File: src/rtl/threedemux_reg.sv
// rtl/threedemux_reg.sv - registered 1-to-3 demultiplexer with valid/ready handshaking
//
// Routes one WIDTH-bit input stream to one of three output channels chosen by
// in_sel. Each channel owns a one-entry holding register so the three
// consumers stall independently. in_sel = 3 is illegal: the word is accepted,
// dropped, flagged on err for one cycle and counted in a saturating counter.
//
// Ports:
//   clk, reset                 clock, synchronous active-high reset
//   in_data, in_sel, in_valid  producer word, destination select, valid
//   in_ready                   combinational accept for the selected destination
//   outN_data, outN_valid      channel N holding register and its full flag
//   outN_ready                 channel N consumer takes the word this cycle
//   err                        one-cycle pulse after an illegal-select word is accepted
//   err_count                  saturating count of illegal-select words

module threedemux_reg #(
    parameter int WIDTH = 32,
    parameter int CNT_W = 8
) (
    input  logic             clk,
    input  logic             reset,
    input  logic [WIDTH-1:0] in_data,
    input  logic [1:0]       in_sel,
    input  logic             in_valid,
    output logic             in_ready,
    output logic [WIDTH-1:0] out1_data,
    output logic             out1_valid,
    input  logic             out1_ready,
    output logic [WIDTH-1:0] out2_data,
    output logic             out2_valid,
    input  logic             out2_ready,
    output logic [WIDTH-1:0] out3_data,
    output logic             out3_valid,
    input  logic             out3_ready,
    output logic             err,
    output logic [CNT_W-1:0] err_count
);

    localparam logic [CNT_W-1:0] CNT_ONE = {{(CNT_W-1){1'b0}}, 1'b1};

    logic [2:0]       valid_q, valid_d;
    logic [2:0]       ready_vec;
    logic [2:0]       load;
    logic [WIDTH-1:0] data1_q, data1_d;
    logic [WIDTH-1:0] data2_q, data2_d;
    logic [WIDTH-1:0] data3_q, data3_d;
    logic             err_q, err_d;
    logic [CNT_W-1:0] cnt_q, cnt_d;
    logic             accept;
    logic             illegal;

    always_comb begin
        ready_vec = {out3_ready, out2_ready, out1_ready};

        // Only the selected channel gates acceptance; a full channel whose
        // consumer is draining this cycle can still take the new word.
        case (in_sel)
            2'd0:    in_ready = !valid_q[0] || ready_vec[0];
            2'd1:    in_ready = !valid_q[1] || ready_vec[1];
            2'd2:    in_ready = !valid_q[2] || ready_vec[2];
            default: in_ready = 1'b1;
        endcase

        accept  = in_valid && in_ready;
        load    = 3'b000;
        illegal = 1'b0;
        case (in_sel)
            2'd0:    load[0] = accept;
            2'd1:    load[1] = accept;
            2'd2:    load[2] = accept;
            default: illegal = accept;
        endcase

        // Load wins over drain, so a simultaneous load and drain keeps valid high.
        valid_d = load | (valid_q & ~ready_vec);

        data1_d = load[0] ? in_data : data1_q;
        data2_d = load[1] ? in_data : data2_q;
        data3_d = load[2] ? in_data : data3_q;

        err_d = illegal;
        cnt_d = cnt_q;
        if (illegal && (cnt_q != {CNT_W{1'b1}})) begin
            cnt_d = cnt_q + CNT_ONE;
        end
    end

    always_ff @(posedge clk) begin
        if (reset) begin
            valid_q <= 3'b000;
            data1_q <= '0;
            data2_q <= '0;
            data3_q <= '0;
            err_q   <= 1'b0;
            cnt_q   <= '0;
        end else begin
            valid_q <= valid_d;
            data1_q <= data1_d;
            data2_q <= data2_d;
            data3_q <= data3_d;
            err_q   <= err_d;
            cnt_q   <= cnt_d;
        end
    end

    assign out1_data  = data1_q;
    assign out2_data  = data2_q;
    assign out3_data  = data3_q;
    assign out1_valid = valid_q[0];
    assign out2_valid = valid_q[1];
    assign out3_valid = valid_q[2];
    assign err        = err_q;
    assign err_count  = cnt_q;

endmodule

File: config.mk
export PLATFORM = sky130hd
export DESIGN_NAME = threedemux_reg
export DESIGN_NICKNAME = d
export VERILOG_FILES = /design/src/rtl/threedemux_reg.sv
export SDC_FILE = /design/constraint.sdc
export NUM_CORES = 1
export LEC_CHECK = 0
export BUFFER_PORTS_ARGS = -buffer_cell sky130_fd_sc_hd__buf_4
export CAP_MARGIN = 40
export CORE_ASPECT_RATIO = 1.75
export CORE_UTILIZATION = 45
export DETAILED_ROUTE_END_ITERATION = 8
export MAX_ROUTING_LAYER = met4
export PLACE_DENSITY = 0.76
export RECOVER_POWER = 100
export SLEW_MARGIN = 15
export SYNTH_ARGS = -nofsm -noshare
export SYNTH_HDL_FRONTEND = slang
export SYNTH_SLANG_ARGS = --single-unit
File: constraint.sdc
create_clock -name clk -period 1.5 [get_ports clk]
set_clock_uncertainty 0.1 [all_clocks]
set_input_delay 0 -clock clk [delete_from_list [all_inputs] [get_ports clk]]
set_output_delay 0 -clock clk [all_outputs]
set_load 0.005 [all_outputs]
# --- Word level (Yosys, flattened, before mapping) ---
# Cells that the tools add are included.
# W data, S select, Z words.
classes:
  n_eq_ne: 3
  mux: 5
  reduce_logical: 10
  bitwise: 3
  n_addsub: 1
op_table:
  columns: ["op", "count"]
  rows:
  - ["$add A8 B1 Y8 const B", 1]
  - ["$ne A8 B8 Y1 const B", 1]
  - ["$mux W1", 4]
  - ["$and A3 B3 Y3", 1]
  - ["$logic_not A1 Y1", 3]
  - ["$logic_or A1 B1 Y1", 3]
  - ["$not A3 Y3", 1]
  - ["$or A3 B3 Y3", 1]
  - ["$pmux W1 S3", 1]
  - ["$reduce_or A3 Y1", 1]
  - ["$eq A2 B1 Y1 const B", 1]
  - ["$eq A2 B2 Y1 const B", 1]
  - ["$logic_and A1 B1 Y1", 2]
  - ["$logic_not A2 Y1", 1]
totals:
  regBits: 108
  output_inout_bits: 109
  wordCells: 28

# --- Logic depth before layout (Yosys ltp) ---
depth:
  word_depth: 6
  depth_mapped: 6

# --- Least setup slack after synthesis ---
# OpenSTA, ideal clock, no wires.
synth_path:
  path_kind: "reg-to-reg"
  from: "reg cnt_q[0] (netlist: err_count[0])"
  to: "reg cnt_q[4] (netlist: err_count[4])"
  stages_incl_launch_ff: 5
  slack_ns: -0.070
  arrival_time_ns: 1.347
  setup_ns: 0.123
  t_required_ns: 1.277
  period_less_slack_ns: 1.570
  cell_sequence: "dfxtp_1 > ha_1 > nand2_1 > a2111oi_4 > mux2_1"
synth_between:
  elab_chain_len: 2
  word_cells_on_any_way: 3
  cone_classes: "add/sub (1); eq/ne (1); reduce/logical (1)"
synth_rtl:
  columns: ["item", "line", "text"]
  rows:
  - ["start: declaration", "49", "logic [CNT_W-1:0] cnt_q, cnt_d;"]
  - ["start signal: assignment", "103", "cnt_q <= cnt_d;"]
  - ["parallel branches: the longest is 2 deep, another holds $add A8 B1 Y8", null, null]
# Parallel ways; which one is timed is not known.
# A chain may end at the register's enable or synchronous reset.

# --- Final worst setup path ---
# Ends and elaborated chain as after synthesis.

==> results.yml <==
cells_and_area:
  area_growth_syn_to_layout_pct: 43.3
  final_cell_area_um2: 6160
  drive_gt1_share_pct: 26.4
  layout.nets: 718
  num_antenna_cells: 0
  post-route-util_pct: 67.3
run:
  max_cap_violations: 0
logic_synthesis:
  synth_cells: 512
  synth_area_leaders: "dfxtp_1 (50%), a21oi_1 (12%), nand3_1 (11%)"
  postSynthAreaPerCell_um2: 8.39
  synth_nets: 553
  synth_flop_cell: "dfxtp_1"
  yosysSeqAreaShare_pct: 50.3
  synth_top_area_share_pct: 50.3
  synth_top_cell_by_area: "dfxtp_1"
  yosysWarnings: 0
  netlist_area_um2: 4300
  ys_types: 35
  synth_edf_count: 0
  synth-seq-cells: 108
  async_flop_share_pct: 0
sta:
  worst_hold_slack_ps: 30.3
  setup_tns_ps: 0
  worst_slew_pin_slew_ps: 736
  setup_slack_ps: 31.3
  period_share_pct: 97.9
  setup_viol: 0
  finalCriticalPeriod_ps: 1470
  finalMaxSlewViolations: 0
  fmax_mhz: 681
  slew_headroom_pct: 50.9
  hold_viol_final: 0
worst_setup_path:
  endpoint_kind: "flop"
  cpPeakStageDelay_ps: 360
  crit_slowest_cell: "dfxtp_2"
  crit_arrival_ps: 1600
  worstSetupPathType: "flop to flop"
  crit_path_start: "err_count[0]"
  worstPathMaxFanout: 4
  crit_chain: "ha_4 -> nand2_4 -> a2111oi_4 -> mux2_1"
  critical_path_buf_inv_count: 0
  cp_top_family: "flip-flops"
  crit_required_ps: 1630
  start_kind: "flop"
  regToRegStartpoint: "err_count[0]"
global_routing:
  grt_pass1_vias: 4467
  antenna_found_initial: 0
  grt_pass1_wl_um: 22000
  grt-ovfl-total: 0
  grt_max_degree: 46
  grt_use_total_pct: 29.5
drt:
  routed_wirelength_um: 14300
  detail_route.wl_per_cell_um: 17.8
  avgViaCountPerCell: 5.80
  vias: 4642
  first_pass_iters: 5
  antenna_left: 0
  drc_errors: 0
  first_iter_violations: 329
floorplan:
  start_util_pct: 47.0
  core.rowCount: 46
  io-pin-count: 149
  die-area_um2: 9960
  core_um2: 9150
  die_h_um: 131
  die_w_um: 75.9
placement:
  place_area_um2: 5540
  pre_cts_ws_ps: -31.3
  dp_hpwl_um: 9270
  globalplace.congestion: 0.791
  numPortBuffers: 148
power_and_ir_drop:
  power.density_nw_per_um2: 980
  ir_worst_vdd_uv: 651
  p_leak_nw: 2.35
clocking:
  cts_tree: "done"
  clock_latency_ps: 340
  cts_sinks: 108
  clkTransAtPathRegs_ps: 70
  cts_root_buf: "clkbuf_16"
  numCtsBuffers: 9
  clock_path_buffers: 2
  cts-htree-levels: 3
run_status:
  status: "complete, no violations"
hold_path:
  hp-class: "primary input to flop"
  min_from: "in_sel[0]"
-- report_power, final --
group          internal (W)  switching, W
Clock               0.00133       0.00101
Combinational      0.000334      0.000351
Sequential          0.00296     0.0000489
Total               0.00462       0.00141
-- area by class of cell --
cell class / instances / area (um2)
clock buffers: 11 / 243
clock inverters: 4 / 50.0
fillers: 756 / 2990
inverters: 2 / 7.51
multi-input cells: 346 / 1920
flip-flops and latches: 108 / 2170
well taps: 120 / 150
repair buffers: 210 / 1620
-- state kept, by name (all words and copies together), names as in the netlist --
| signal | flops |
|---|---|
| err | 1 |
| valid_q | 3 |
| out1_data | 32 |
| out3_data | 32 |
| out2_data | 32 |
| err_count | 8 |
-- layer usage --
metal | global-route usage (%) | vias up | part of all wire (%)
li1 | - | 2170 | -
met1 | 32.9 | 2212 | 38
met2 | 48.5 | 216 | 52
met3 | 4.83 | 44 | 5.9
met4 | 15.5 | 0 | 4.1
met5 | - | - | 0
-- logic make-up after synthesis --
kind of cell             Yosys count  share of synthesized area [%]
AO/OA/AOI/OAI                    208                           25.2
AND/OR/NAND/NOR                  131                           16.4
buffers and inverters             58                           6.32
adder cells (fa/ha/maj)            1                          0.291
multiplexers                       6                           1.51
flip-flops                       108                           50.3
-- metrics by stage --
step	instances	total power (W)
floorplan	512	0.00333
global placement	747	0.00367
detailed placement	747	0.00368
CTS	798	0.00607
global route	801	0.00626
finish	801	0.00603
-- Yosys cell counts (3+ instances only) --
| master | n |
|---|---|
| buf_4 | 3 |
| buf_2 | 10 |
| a21oi_1 | 103 |
| nand3_1 | 98 |
| o21ai_1 | 29 |
| and3_1 | 3 |
| dfxtp_1 | 108 |
| nor2b_1 | 6 |
| nand2b_1 | 5 |
| mux2_2 | 3 |
| o21ai_0 | 69 |
| buf_6 | 4 |
| nor2_1 | 6 |
| clkbuf_1 | 37 |
-- cells in the final DEF (no fill, tap or decap), types with 3 or more instances in the layout --
| master | instances |
|---|---|
| dfxtp_1 | 105 |
| a21oi_1 | 102 |
| nand3_1 | 98 |
| clkbuf_4 | 75 |
| o21ai_0 | 68 |
| buf_4 | 64 |
| dlygate4sd3_1 | 36 |
| o21ai_1 | 30 |
| clkbuf_1 | 29 |
| clkbuf_16 | 10 |
| nor2_1 | 6 |
| nand2b_1 | 4 |
| buf_12 | 4 |
| nor2b_2 | 3 |
| nor2b_1 | 3 |
| mux2_2 | 3 |
| dfxtp_2 | 3 |
-- worst paths after layout --
path / endpoint / slack, ps / cells after the start
setup / recovery: err_count[4] / 30 / 4
hold / removal: err / 30 / 3
setup reg to reg: err_count[4] / 30 / 4
hold reg to reg: out2_data[1] / 370 / 2
-- worst register-to-register path, delay by kind of cell, from the launching register on --
family                   cells  cell delay [ps]
AO/OA/AOI/OAI                1              330
multiplexers                 1              340
adder cells (fa/ha/maj)      1              160
flip-flops                   1              360
AND/OR/NAND/NOR              1               70
-- timing repair --
action                                  in CTS  in global routing
hold buffers                                36                  0
resized for setup                            4                  4
endpoints found under the setup margin       3                  3
hold endpoints to repair                    99                  0
pin swaps                                    0                  1
setup buffers                                0                  2
cloned                                       0                  1
(Power assumes the default switching activity.)
